File: src/rtl/scene_sequencer_if.sv
// ---------------------------------------------------------------------------
// scene_sequencer_if
//   Pixel-path bundle between the VGA timing/renderers and the scene
//   sequencer.
//   Timing in  : DrawX[9:0], DrawY[9:0], blank (1 = active region)
//   Game in    : start_btn, game_over (level inputs)
//   Colour in  : title_red/green/blue[3:0], game_red/green/blue[3:0]
//   Colour out : red/green/blue[3:0] (registered)
//   Status out : scene[1:0], frame_tick
//   modport master : drives timing, game and colour inputs, observes outputs
//   modport slave  : the sequencer side
// ---------------------------------------------------------------------------
interface scene_sequencer_if;
   logic [9:0] DrawX;
   logic [9:0] DrawY;
   logic       blank;
   logic       start_btn;
   logic       game_over;
   logic [3:0] title_red;
   logic [3:0] title_green;
   logic [3:0] title_blue;
   logic [3:0] game_red;
   logic [3:0] game_green;
   logic [3:0] game_blue;
   logic [3:0] red;
   logic [3:0] green;
   logic [3:0] blue;
   logic [1:0] scene;
   logic       frame_tick;

   modport master (
      output DrawX, DrawY, blank, start_btn, game_over,
      output title_red, title_green, title_blue,
      output game_red, game_green, game_blue,
      input  red, green, blue, scene, frame_tick
   );

   modport slave (
      input  DrawX, DrawY, blank, start_btn, game_over,
      input  title_red, title_green, title_blue,
      input  game_red, game_green, game_blue,
      output red, green, blue, scene, frame_tick
   );
endinterface

File: src/rtl/scene_sequencer.sv
// ---------------------------------------------------------------------------
// scene_sequencer
//   Screen controller for the VGA output path. Steps the game through the
//   title, play and game-over scenes, picks which renderer reaches the pins
//   and applies frame-synchronous brightness fades.
//   Ports:
//     vga_clk : pixel clock
//     Reset   : synchronous active-high reset
//     px      : scene_sequencer_if.slave (timing, buttons, renderer colours
//               in; registered colour, scene and frame_tick out)
//   Parameters:
//     FRAMES_PER_STEP  : frames held at each brightness level (>= 1)
//     TITLE_MIN_FRAMES : frames the title is fully shown before start counts
//     V_ACTIVE         : first vblank line, where the frame tick is taken
//   Build option:
//     SCENE_SKIP_FADE_EN : when defined, fades jump straight to full/zero
//                          brightness and every fade state lasts two ticks.
// ---------------------------------------------------------------------------
module scene_sequencer #(
   parameter int FRAMES_PER_STEP  = 2,
   parameter int TITLE_MIN_FRAMES = 60,
   parameter int V_ACTIVE         = 480
) (
   input logic             vga_clk,
   input logic             Reset,
   scene_sequencer_if.slave px
);

   localparam int TCNT_W = $clog2(TITLE_MIN_FRAMES + 1);
   localparam logic [TCNT_W-1:0] TCNT_MAX = TCNT_W'(TITLE_MIN_FRAMES);
   localparam logic [4:0] LVL_MAX = 5'd16;
   localparam logic [4:0] LVL_MIN = 5'd0;

   typedef enum logic [2:0] {
      TITLE_IN  = 3'd0,
      TITLE     = 3'd1,
      TITLE_OUT = 3'd2,
      GAME_IN   = 3'd3,
      GAME      = 3'd4,
      OVER_OUT  = 3'd5
   } state_t;

   // Scale a 4-bit channel by lvl/16; the 8-bit product never overflows.
   function automatic logic [3:0] scale_chan(input logic [3:0] c, input logic [4:0] l);
      logic [7:0] prod;
      prod = {4'd0, c} * {3'd0, l};
      return prod[7:4];
   endfunction

   function automatic logic [1:0] scene_of(input state_t s);
      logic [1:0] sc;
      case (s)
         TITLE_IN, TITLE, TITLE_OUT: sc = 2'd0;
         GAME_IN, GAME:              sc = 2'd1;
         OVER_OUT:                   sc = 2'd2;
         default:                    sc = 2'd0;
      endcase
      return sc;
   endfunction

   state_t              state_r, state_nxt, after_s;
   logic [4:0]          lvl_r, lvl_nxt;
   logic [TCNT_W-1:0]   title_cnt_r, tcnt_nxt;
   logic                start_pend_r, start_pend_nxt;
   logic                over_pend_r, over_pend_nxt;
   logic                frame_tick_r;
   logic [1:0]          scene_r;
   logic [3:0]          red_r, green_r, blue_r;
   logic [3:0]          src_red_s, src_green_s, src_blue_s;
   logic                ramp_s, up_s;
`ifndef SCENE_SKIP_FADE_EN
   localparam int STEP_W = (FRAMES_PER_STEP > 1) ? $clog2(FRAMES_PER_STEP) : 1;
   localparam logic [STEP_W-1:0] STEP_LAST = STEP_W'(FRAMES_PER_STEP - 1);
   logic [STEP_W-1:0]   step_cnt_r, step_nxt;
   logic [4:0]          lvl_step_s;
`endif

   // Frame tick: one pulse after the first vblank pixel is sampled.
   always_ff @(posedge vga_clk) begin
      if (Reset) begin
         frame_tick_r <= 1'b0;
      end else begin
         frame_tick_r <= (px.DrawX == 10'd0) && (px.DrawY == 10'(V_ACTIVE));
      end
   end

   // Scene state registers; scene output follows the next state.
   always_ff @(posedge vga_clk) begin
      if (Reset) begin
         state_r      <= TITLE_IN;
         lvl_r        <= 5'd0;
         title_cnt_r  <= '0;
         start_pend_r <= 1'b0;
         over_pend_r  <= 1'b0;
         scene_r      <= 2'd0;
`ifndef SCENE_SKIP_FADE_EN
         step_cnt_r   <= '0;
`endif
      end else begin
         state_r      <= state_nxt;
         lvl_r        <= lvl_nxt;
         title_cnt_r  <= tcnt_nxt;
         start_pend_r <= start_pend_nxt;
         over_pend_r  <= over_pend_nxt;
         scene_r      <= scene_of(state_nxt);
`ifndef SCENE_SKIP_FADE_EN
         step_cnt_r   <= step_nxt;
`endif
      end
   end

   // Next-state logic: request capture every cycle, transitions on ticks only.
   always_comb begin
      state_nxt      = state_r;
      lvl_nxt        = lvl_r;
      tcnt_nxt       = title_cnt_r;
      start_pend_nxt = start_pend_r;
      over_pend_nxt  = over_pend_r;
      after_s        = state_r;
      ramp_s         = 1'b0;
      up_s           = 1'b0;
`ifndef SCENE_SKIP_FADE_EN
      step_nxt       = step_cnt_r;
      lvl_step_s     = lvl_r;
`endif

      if ((state_r == TITLE) && px.start_btn && (title_cnt_r == TCNT_MAX)) begin
         start_pend_nxt = 1'b1;
      end else begin
         start_pend_nxt = start_pend_r;
      end

      if ((state_r == GAME) && px.game_over) begin
         over_pend_nxt = 1'b1;
      end else begin
         over_pend_nxt = over_pend_r;
      end

      if (frame_tick_r) begin
         case (state_r)
            TITLE_IN: begin
               ramp_s   = 1'b1;
               up_s     = 1'b1;
               after_s  = TITLE;
               tcnt_nxt = '0;
            end
            TITLE: begin
               tcnt_nxt = (title_cnt_r == TCNT_MAX) ? title_cnt_r : title_cnt_r + TCNT_W'(1);
               if (start_pend_r) begin
                  state_nxt      = TITLE_OUT;
                  start_pend_nxt = 1'b0;
               end else begin
                  state_nxt = TITLE;
               end
            end
            TITLE_OUT: begin
               ramp_s  = 1'b1;
               after_s = GAME_IN;
            end
            GAME_IN: begin
               ramp_s  = 1'b1;
               up_s    = 1'b1;
               after_s = GAME;
            end
            GAME: begin
               if (over_pend_r) begin
                  state_nxt     = OVER_OUT;
                  over_pend_nxt = 1'b0;
               end else begin
                  state_nxt = GAME;
               end
            end
            OVER_OUT: begin
               ramp_s  = 1'b1;
               after_s = TITLE_IN;
            end
            default: begin
               state_nxt = TITLE_IN;
            end
         endcase
      end else begin
         state_nxt = state_r;
      end

      if (ramp_s) begin
`ifdef SCENE_SKIP_FADE_EN
         // First tick in a fade jumps the level, the second one leaves.
         if (lvl_r != (up_s ? LVL_MAX : LVL_MIN)) begin
            lvl_nxt = up_s ? LVL_MAX : LVL_MIN;
         end else begin
            state_nxt = after_s;
         end
`else
         lvl_step_s = up_s ? lvl_r + 5'd1 : lvl_r - 5'd1;
         if (step_cnt_r == STEP_LAST) begin
            step_nxt = '0;
            lvl_nxt  = lvl_step_s;
            // Leave on the same tick the end level is reached.
            if (lvl_step_s == (up_s ? LVL_MAX : LVL_MIN)) begin
               state_nxt = after_s;
            end else begin
               state_nxt = state_r;
            end
         end else begin
            step_nxt = step_cnt_r + STEP_W'(1);
         end
`endif
      end else begin
         lvl_nxt = lvl_nxt;
      end
   end

   // Source select uses the registered scene so the switch is frame aligned.
   always_comb begin
      src_red_s   = (scene_r == 2'd0) ? px.title_red   : px.game_red;
      src_green_s = (scene_r == 2'd0) ? px.title_green : px.game_green;
      src_blue_s  = (scene_r == 2'd0) ? px.title_blue  : px.game_blue;
   end

   // Output colour register: scaled source, forced black outside active video.
   always_ff @(posedge vga_clk) begin
      if (Reset) begin
         red_r   <= 4'd0;
         green_r <= 4'd0;
         blue_r  <= 4'd0;
      end else if (px.blank) begin
         red_r   <= scale_chan(src_red_s, lvl_r);
         green_r <= scale_chan(src_green_s, lvl_r);
         blue_r  <= scale_chan(src_blue_s, lvl_r);
      end else begin
         red_r   <= 4'd0;
         green_r <= 4'd0;
         blue_r  <= 4'd0;
      end
   end

   assign px.red        = red_r;
   assign px.green      = green_r;
   assign px.blue       = blue_r;
   assign px.scene      = scene_r;
   assign px.frame_tick = frame_tick_r;

endmodule

File: src/flat_wrapper.sv
// flat-port wrapper written by rule: the top's interface ports become plain ports
module scene_sequencer_flat 
#(
   parameter int FRAMES_PER_STEP  = 2,
   parameter int TITLE_MIN_FRAMES = 60,
   parameter int V_ACTIVE         = 480
)
  (vga_clk, Reset, px_DrawX, px_DrawY, px_blank, px_start_btn, px_game_over, px_title_red, px_title_green, px_title_blue, px_game_red, px_game_green, px_game_blue, px_red, px_green, px_blue, px_scene, px_frame_tick);
  scene_sequencer_if px_i ();
  input logic vga_clk;
  input logic Reset;
  input wire logic [$bits(px_i.DrawX)-1:0] px_DrawX;
  input wire logic [$bits(px_i.DrawY)-1:0] px_DrawY;
  input wire logic [$bits(px_i.blank)-1:0] px_blank;
  input wire logic [$bits(px_i.start_btn)-1:0] px_start_btn;
  input wire logic [$bits(px_i.game_over)-1:0] px_game_over;
  input wire logic [$bits(px_i.title_red)-1:0] px_title_red;
  input wire logic [$bits(px_i.title_green)-1:0] px_title_green;
  input wire logic [$bits(px_i.title_blue)-1:0] px_title_blue;
  input wire logic [$bits(px_i.game_red)-1:0] px_game_red;
  input wire logic [$bits(px_i.game_green)-1:0] px_game_green;
  input wire logic [$bits(px_i.game_blue)-1:0] px_game_blue;
  output wire logic [$bits(px_i.red)-1:0] px_red;
  output wire logic [$bits(px_i.green)-1:0] px_green;
  output wire logic [$bits(px_i.blue)-1:0] px_blue;
  output wire logic [$bits(px_i.scene)-1:0] px_scene;
  output wire logic [$bits(px_i.frame_tick)-1:0] px_frame_tick;
  assign px_i.DrawX = px_DrawX;
  assign px_i.DrawY = px_DrawY;
  assign px_i.blank = px_blank;
  assign px_i.start_btn = px_start_btn;
  assign px_i.game_over = px_game_over;
  assign px_i.title_red = px_title_red;
  assign px_i.title_green = px_title_green;
  assign px_i.title_blue = px_title_blue;
  assign px_i.game_red = px_game_red;
  assign px_i.game_green = px_game_green;
  assign px_i.game_blue = px_game_blue;
  assign px_red = px_i.red;
  assign px_green = px_i.green;
  assign px_blue = px_i.blue;
  assign px_scene = px_i.scene;
  assign px_frame_tick = px_i.frame_tick;
  scene_sequencer #(.FRAMES_PER_STEP(FRAMES_PER_STEP), .TITLE_MIN_FRAMES(TITLE_MIN_FRAMES), .V_ACTIVE(V_ACTIVE)) u_core (.vga_clk(vga_clk), .Reset(Reset), .px(px_i));
endmodule
File: config.mk
export PLATFORM = sky130hd
export DESIGN_NAME = scene_sequencer_flat
export DESIGN_NICKNAME = d
export VERILOG_FILES = /design/src/rtl/scene_sequencer_if.sv /design/src/rtl/scene_sequencer.sv /design/src/flat_wrapper.sv
export SDC_FILE = /design/constraint.sdc
export NUM_CORES = 1
export LEC_CHECK = 0
export BUFFER_PORTS_ARGS = -buffer_cell sky130_fd_sc_hd__clkbuf_2
export CAP_MARGIN = 15
export CORE_MARGIN = 3
export CORE_UTILIZATION = 58
export CTS_BUF_LIST = sky130_fd_sc_hd__clkbuf_8
export CTS_CLUSTER_SIZE = 12
export DETAILED_ROUTE_END_ITERATION = 6
export PLACE_DENSITY = 0.84
export SKIP_LAST_GASP = 1
export SLEW_MARGIN = 40
export SYNTH_ARGS = -nofsm -noshare
export SYNTH_HDL_FRONTEND = slang
export SYNTH_SLANG_ARGS = --single-unit
File: constraint.sdc
create_clock -name vga_clk -period 8.8 [get_ports vga_clk]
set_clock_uncertainty 0.15 [all_clocks]
set_input_delay 1.32 -clock vga_clk [delete_from_list [all_inputs] [get_ports vga_clk]]
set_output_delay 1.32 -clock vga_clk [all_outputs]
set_load 0.01 [all_outputs]
==> results.cfg, run 1 <==
[timing]
setup_viol = 0
finalCritPeriodShare = 0.494
grt_setup_unrepaired = no
hold_violations = 0
tns_ns = 0
holdWs_ns = 0.355
worst_slew_pin_slew_ns = 0.695
final_max_slew_viol_count = 0
period_needed_ns = 4.34
slew_headroom = 0.536
fmax_ghz = 0.230

[yosys]
synth-edff-count = 0
synth_seq_cells = 32
ys_seq_area_frac = 0.210
synth_nets = 439
syn_inst = 341
synthFlopType = dfxtp_1
async_reset_ff_frac = 0
ys_warn_count = 0
yosysUniqueCellTypes = 56
netlist_area_um2 = 3050
syn_avg_cell_area_um2 = 8.94

[floorplanning]
coreArea_um2 = 4910
initial_utilization = 0.621
rows = 25
io_pins = 64
die_width_um = 78.5
design.die.area_um2 = 6160
die_y_um = 78.5

[critical_path]
cp-start-kind = input pin
crit_path_end_kind = register
critPathKind = in -> reg
cp_top_family = adder cells
max_stage_delay_ns = 0.54
slowest_stage = fa_1
path_cells = clkbuf_2, mux2i_1, nand2b_1, fa_1, fa_1, inv_1, ha_1, and3_1, a31o_4, a31oi_4, or4b_1, o221ai_1
cpMostUsedCell = fa_1
crit_buf_inv = 2
crit_path_max_fanout = 5
crit_arrival_ns = 4.40
cp.required_ns = 8.86

[route]
remaining_drc_errors = 0
dr.pass1.iters = 4
drt-total-wl_um = 6220
wire_per_inst_um = 13.4
drtIter0Drc = 93
drtAntennaViolNets = 0
via_per_inst = 5.39
vias = 2508

[cts]
cts_sinks = 32
cts.clk_slew.worst_paths_ns = 0.07
cts_setup_buffers = 0
clock_latency_ns = 0.28
cts_tree = done
htreeDepth = 2
clock_path_buffers = 2
holdBufCountCts = 0
numCtsBuffers = 5
cts_resized = 0
root_buffer = clkbuf_8

[outcome]
status = finished, final reports clean

[global_routing]
grt_pass1_vias = 2545
antenna_found_initial = 0
grt_max_degree = 19
grtUsageTotal = 0.218
grt_pass1_wl_um = 10900
grt_overflow_total = 0

[placement]
gp_congestion = 0.875
port_buffers = 63
dp_hpwl_um = 4910

[finish]
layout_commonest_cell = clkbuf_2
antennaDiodeCount = 0
layout.nets = 495
most-common-layout-cells = 63 x clkbuf_2, 36 x nand2_1, 33 x ha_1
syn_to_final_growth_pct = 13.6
layout-drive-gt1-share = 0.249
n_fill_cell = 386

[power_and_ir_drop]
irDropWorstVdd_v = 0.0000596
powerDensity_nw_per_um2 = 81.9
power.static_leakage_nw = 1.72

[hold_path]
hold_path.class = reg -> reg

[job]
cap_violations = 0
## layer usage
metal | share of wire | track usage | vias to the layer above
li1 | - | - | 1278
met3 | 0.051 | 0.0436 | 8
met5 | 0 | 0 | -
met4 | 0.0097 | 0.0559 | 0
met1 | 0.44 | 0.262 | 1158
met2 | 0.50 | 0.396 | 64
## area by class of cell
cell class / instances / area [um2] / share of cell area
timing repair buffer: 63 / 315 / 0.0910
inverter: 23 / 86.3 / 0.0249
tap: 67 / 83.8 / 0.0242
clock buffer: 6 / 82.6 / 0.0238
clock inverter: 2 / 11.3 / 0.00325
multi-input combinational: 272 / 2240 / 0.648
sequential: 32 / 641 / 0.185
## power by group
group / internal (mW) / leakage, nW / total, mW / switching (mW)
combinational: 0.0107 / 1.42 / 0.0201 / 0.00935
sequential: 0.145 / 0.258 / 0.145 / 0.0000000234
clock: 0.0624 / 0.0486 / 0.119 / 0.0565
total: 0.218 / 1.72 / 0.284 / 0.0658
## sequential cells by signal (all words and copies together) (netlist names)
signal	count
u_core.start_pend_r	1
u_core.over_pend_r	1
u_core.px.scene	2
u_core.title_cnt_r	6
u_core.step_cnt_r	1
u_core.px.blue	4
u_core.state_r	3
u_core.lvl_r	5
u_core.px.red	4
u_core.px.green	4
u_core.px.frame_tick	1
## final timing paths
check	startpoint	end	slack, ns	cells past startpoint
min	u_core.title_cnt_r[1]	u_core.title_cnt_r[1]	0.35	2
max	px_title_blue[2]	u_core.px.blue[3]	4.46	12
min reg2reg	u_core.title_cnt_r[1]	u_core.title_cnt_r[1]	0.35	2
max reg2reg	u_core.px.scene[1]	u_core.px.blue[3]	4.56	12
## synthesized netlist by cell type, types with 5 or more instances
cell type  number  share of area
a21o_1          5          0.012
a21oi_1         9          0.015
and2_1         21          0.043
and3_1          6          0.012
clkbuf_1        9          0.011
dfxtp_1        32           0.21
fa_1           16           0.11
ha_1           33           0.14
inv_1          23          0.028
mux2_2         10          0.037
mux2i_1         7          0.023
nand2_1        36          0.044
nand2b_1        7          0.014
nand3_1         6         0.0099
nand4_1         5          0.010
nor2_1         29          0.036
nor2b_1         5          0.010
o21ai_0         5         0.0082
xnor2_1        10          0.029
xor2_1         14          0.040
## cells by family after synthesis
family                     Yosys count  share of synthesized area
muxes                               19                     0.0698
AOI/OAI and AO/OA                   45                      0.125
xor gates and xnor gates            24                     0.0690
buffers and inverters               37                     0.0538
and+or+nand+nor                    135                      0.232
DFF                                 32                      0.210
adders and majority gates           49                      0.241
## stage by stage
stage,utilization,setup WS [ns],total power [mW],std cells,area [um2]
2_1_floorplan,-,4.44,0.156,341,3050
3_3_place_gp,0.686,4.23,0.168,457,3370
3_5_place_dp,0.686,4.15,0.168,457,3370
4_1_cts,0.705,4.46,0.286,465,3460
5_1_grt,0.705,4.30,0.296,465,3460
6_report,0.705,4.46,0.284,465,3460
## worst register-to-register path: cells and delay by family, from the launching register on
family | cells | cell delay, ns
simple gates | 4 | 1.35
flops | 1 | 0.32
compound gates | 3 | 0.54
fa+ha+maj | 3 | 1.27
mux | 1 | 0.47
buf+inv | 1 | 0.05
(Power assumes the default switching activity.)
==> run 2, diff against run 1 <==
ABC_AREA = 1   (was not set)
CORE_UTILIZATION = 52   (was 58)
PLACE_DENSITY = 0.79   (was 0.84)
clock period = 3.8 ns   (was 8.8 ns; I/O delays follow)
==> results.cfg, run 2 <==
[cts]
cts_tree = done
cts.clk_slew.worst_paths_ns = 0.07
root_buffer = clkbuf_8
clock_path_buffers = 2
cts_setup_buffers = 0
holdBufCountCts = 0
cts_resized = 0
numCtsBuffers = 5
cts_sinks = 32
clock_latency_ns = 0.29
htreeDepth = 2

[yosys]
ys_seq_area_frac = 0.202
netlist_area_um2 = 3170
synth_top_area_frac = 0.202
yosys.area.top_type = dfxtp_1
synth_seq_cells = 32
syn_inst = 461
yosysMostFrequentCell = nand2_1
yosys-top-cells-area = dfxtp_1 20%, ha_1 13%, nand2_1 11%, fa_1 10%, inv_1 9.2%
synthFlopType = dfxtp_1
syn_avg_cell_area_um2 = 6.87
ys_top_cells_by_count = 91 x nand2_1, 78 x inv_1, 51 x nor2_1
yosysUniqueCellTypes = 36
ys_warn_count = 0
async_reset_ff_frac = 0
synth_nets = 559
synth-edff-count = 0

[floorplanning]
die_width_um = 84.0
io_pins = 64
rows = 27
initial_utilization = 0.554
die_y_um = 84.0
design.die.area_um2 = 7060
coreArea_um2 = 5710

[finish]
most-common-layout-cells = 91 x nand2_1, 78 x inv_1, 63 x clkbuf_2
largest-register = u_core.title_cnt_r
biggestRegsByFlops = u_core.title_cnt_r x6, u_core.lvl_r x5
layout.nets = 622
layout_commonest_cell = nand2_1
largest_register_ffs = 6
antennaDiodeCount = 0
n_fill_cell = 533
stdcell_area_um2 = 3620
layout-drive-gt1-share = 0.190
syn_to_final_growth_pct = 14.3

[placement]
post_dp_cell_area_um2 = 3520
gp_congestion = 0.909
port_buffers = 63
dp_hpwl_um = 5970

[global_routing]
grt_overflow_total = 0
grtUsageTotal = 0.216
grt_max_degree = 21
grt_pass1_wl_um = 12600
grt_pass1_vias = 3027
antenna_found_initial = 0

[power_and_ir_drop]
irDropWorstVdd_v = 0.000147
power.static_leakage_nw = 1.93
power.total_uw = 674
powerDensity_nw_per_um2 = 186

[critical_path]
crit_path_max_fanout = 10
max_stage_delay_ns = 0.56
cpMostUsedCell = nand2_1
slowest_stage = fa_1
cp-start-kind = register
cp.required_ns = 3.87
crit_start = u_core.px.scene[0]
crit_buf_inv = 2
cp_top_family = adder cells
crit_path_end_kind = register
crit_arrival_ns = 3.61
rr_startpoint = u_core.px.scene[0]
path_cells = nor2_4, buf_4, nand2_1, o21a_1, nand2_1, fa_1, fa_1, inv_1, ha_1, nand2_1, nor3_1, nand2_1, nand2_1, nand2_1, nand2_1, o21ai_0, a21oi_1
critPathKind = reg -> reg

[timing]
setup_viol = 0
period_needed_ns = 3.53
holdWs_ns = 0.281
worst_slew_pin_slew_ns = 0.554
grt_setup_unrepaired = no
slew_headroom = 0.627
finalCritPeriodShare = 0.930
hold_violations = 0
fmax_ghz = 0.283
final_max_slew_viol_count = 0
tns_ns = 0

[route]
dr.pass1.iters = 5
vias = 3174
remaining_drc_errors = 0
drtAntennaViolNets = 0
drt-total-wl_um = 7390
drtIter0Drc = 169
via_per_inst = 5.32
wire_per_inst_um = 12.4

[outcome]
status = finished, final reports clean

[hold_path]
hold_path.class = in -> reg
hp-start = px_DrawX[2]

[job]
cap_violations = 0
[run 2: layout make-up]
class	instances	area (um2)	area share
Multi-Input combinational cell	338	2160	0.597
Sequential cell	32	641	0.177
Timing Repair Buffer	64	323	0.0892
Inverter	83	314	0.0868
Tap cell	72	90.1	0.0249
Clock buffer	6	82.6	0.0228
Clock inverter	2	10.0	0.00277
[run 2: cell families after synthesis]
group                      after synthesis  synth area share
xor gates and xnor gates                 9            0.0249
DFF                                     32             0.202
adders and majority gates               49             0.232
and+or+nand+nor                        203             0.289
buffers and inverters                   92             0.117
AOI/OAI and AO/OA                       76             0.135
[run 2: final timing paths]
kind,slack (ns),cells past startpoint,to
worst max-delay path,0.27,17,u_core.px.green[1]
worst min-delay path,0.28,2,u_core.px.frame_tick
worst max register to register,0.27,17,u_core.px.green[1]
worst min register to register,0.30,2,u_core.over_pend_r
[run 2: layer usage]
layer,global-route usage,up-vias,share of wire
li1,-,1602,-
met1,0.257,1453,0.42
met2,0.385,105,0.49
met3,0.0503,14,0.072
met4,0.0585,0,0.017
met5,0,-,0
[run 2: power breakdown]
group	total, mW	leakage [nW]	switching [mW]	internal [mW]
sequential	0.335	0.258	0.0000000992	0.335
combinational	0.0566	1.62	0.0304	0.0261
clock	0.282	0.0510	0.137	0.145
[run 2: stage by stage]
step           setup WS, ns   util  cells
2_1_floorplan         0.501      -    461
3_3_place_gp          0.288  0.617    588
3_5_place_dp          0.166  0.617    588
4_1_cts               0.153  0.633    596
5_1_grt             0.00903  0.634    597
6_report              0.266  0.634    597
==> run 3, diff against run 2 <==
PLACE_DENSITY = not set   (was 0.79)
PLACE_DENSITY_LB_ADDON = 0.12   (was not set)
==> results.cfg, run 3 (synthesis results as in run 2) <==
[power_and_ir_drop]
power.total_uw = 762
power.static_leakage_nw = 1.95
powerDensity_nw_per_um2 = 208
irDropWorstVdd_v = 0.000121

[timing]
setup_ws_ns = 0.273
final_max_slew_viol_count = 0
period_needed_ns = 3.53
slew_headroom = 0.672
tns_ns = 0
setup_viol = 0
finalCritPeriodShare = 0.928
fmax_ghz = 0.283
hold_violations = 0
worst_slew_pin_slew_ns = 0.487

[floorplanning]
die_y_um = 84.0
rows = 27
io_pins = 64
die_width_um = 84.0
design.die.area_um2 = 7060
initial_utilization = 0.554
coreArea_um2 = 5710

[critical_path]
cp_top_family = adder cells
worst_r2r_path_depth = 14
crit_arrival_ns = 3.57
crit_path_max_fanout = 11
reg2reg_slack_ns = 0.27
path_cells = nor2_4, buf_4, o21ai_2, nand2_1, fa_1, inv_1, fa_1, ha_1, a21oi_1, nor3_1, a211oi_1, nand3_1, nand2_1, nor2_1
slowest_stage = fa_1
rr_startpoint = u_core.px.scene[1]
cp.required_ns = 3.84
reg2reg_to = u_core.px.green[3]
cp-start-kind = register
crit_buf_inv = 2
critPathKind = reg -> reg
max_stage_delay_ns = 0.54
crit_path_end_kind = register
crit_start = u_core.px.scene[1]

[cts]
root_buffer = clkbuf_8
cts_tree = done
cts_resized = 0
holdBufCountCts = 0
clock_latency_ns = 0.29
cts_setup_buffers = 0
htreeDepth = 2
cts.clk_slew.worst_paths_ns = 0.07
clock_path_buffers = 2
cts_sinks = 32
numCtsBuffers = 5

[placement]
gp_congestion = 0.907
place_ws_ns = 0.200
dp_hpwl_um = 5720
port_buffers = 63

[finish]
layout.nets = 624
n_fill_cell = 522
layout-drive-gt1-share = 0.195
largest-register = u_core.title_cnt_r
antennaDiodeCount = 0
largest_register_ffs = 6
syn_to_final_growth_pct = 15.9
biggestRegsByFlops = u_core.title_cnt_r x6, u_core.lvl_r x5
layout_commonest_cell = nand2_1
most-common-layout-cells = 91 x nand2_1, 78 x inv_1, 63 x clkbuf_2

[job]
cap_violations = 0

[route]
drtAntennaViolNets = 0
drtIter0Drc = 152
drt-total-wl_um = 7200
via_per_inst = 5.16
vias = 3092
wire_per_inst_um = 12.0
remaining_drc_errors = 0
dr.pass1.iters = 4

[global_routing]
grt_overflow_total = 0
grtUsageTotal = 0.211
grt_pass1_wl_um = 12300
antenna_found_initial = 0
grt_pass1_vias = 2841
grt_max_degree = 22

[hold_path]
hp-start = px_DrawX[2]
hold_path.class = in -> reg
worst_hold_path.num_cells = 2
min_to = u_core.px.frame_tick

[outcome]
status = finished, final reports clean
## run 3: cell count changes in the layout (fill, tap and decap cells not counted)
| cell | previous run | this run |
|---|---|---|
| dfxtp_2 | 0 | 1 |
| clkbuf_8 | 6 | 7 |
| bufinv_16 | 0 | 1 |
| clkinv_2 | 2 | 0 |
| dfxtp_1 | 32 | 31 |
| buf_4 | 1 | 3 |
## run 3: layout make-up
class                      instances  area, um2  area share
multi-input combinational        338       2160       0.588
sequential                        32        642       0.175
timing repair buffer              66        338      0.0921
inverter                          83        314      0.0856
clock buffer                       7       96.3      0.0263
tap                               72       90.1      0.0245
clock inverter                     1       30.0     0.00818
## run 3: how the worst max path moves through the flow
stage | endpoint | slack (ns) | cells after the start
after detailed placement | u_core.px.blue[2] | 0.20 | 14
after global placement | u_core.px.green[3] | 0.30 | 14
after global routing | u_core.px.green[2] | -0.002 | 16
after CTS | u_core.px.blue[2] | 0.20 | 14
after floorplan | u_core.px.blue[2] | 0.50 | 16
final | u_core.px.green[3] | 0.27 | 14
## run 3: where the power goes
part	switching [mW]	internal [mW]	total, mW
Combinational	0.0302	0.0262	0.0564
Sequential	0.0000000965	0.335	0.335
Clock	0.139	0.232	0.370
Total	0.169	0.593	0.762
## run 3: worst reg2reg max path, stage by stage (launching register included)
cell	delay, ns
dfxtp_1	0.45
nor2_4	0.10
buf_4	0.17
o21ai_2	0.24
nand2_1	0.13
fa_1	0.54
inv_1	0.05
fa_1	0.47
ha_1	0.38
a21oi_1	0.16
nor3_1	0.06
a211oi_1	0.28
nand3_1	0.13
nand2_1	0.07
nor2_1	0.04
## run 3: stage by stage
stage | instance area [um2] | hold slack, ns | std cells | utilization
2_1_floorplan | 3170 | 0.274 | 461 | -
3_3_place_gp | 3540 | 0.282 | 590 | 0.619
3_5_place_dp | 3540 | 0.294 | 590 | 0.619
4_1_cts | 3660 | 0.286 | 598 | 0.641
5_1_grt | 3670 | 0.292 | 599 | 0.643
6_report | 3670 | 0.287 | 599 | 0.643
## run 3: routing by layer
layer	vias to the layer above	share of wire	GRT usage
li1	1611	-	-
met1	1382	0.46	0.267
met2	93	0.46	0.357
met3	6	0.073	0.0523
met4	0	0.0097	0.0585
met5	-	0	0
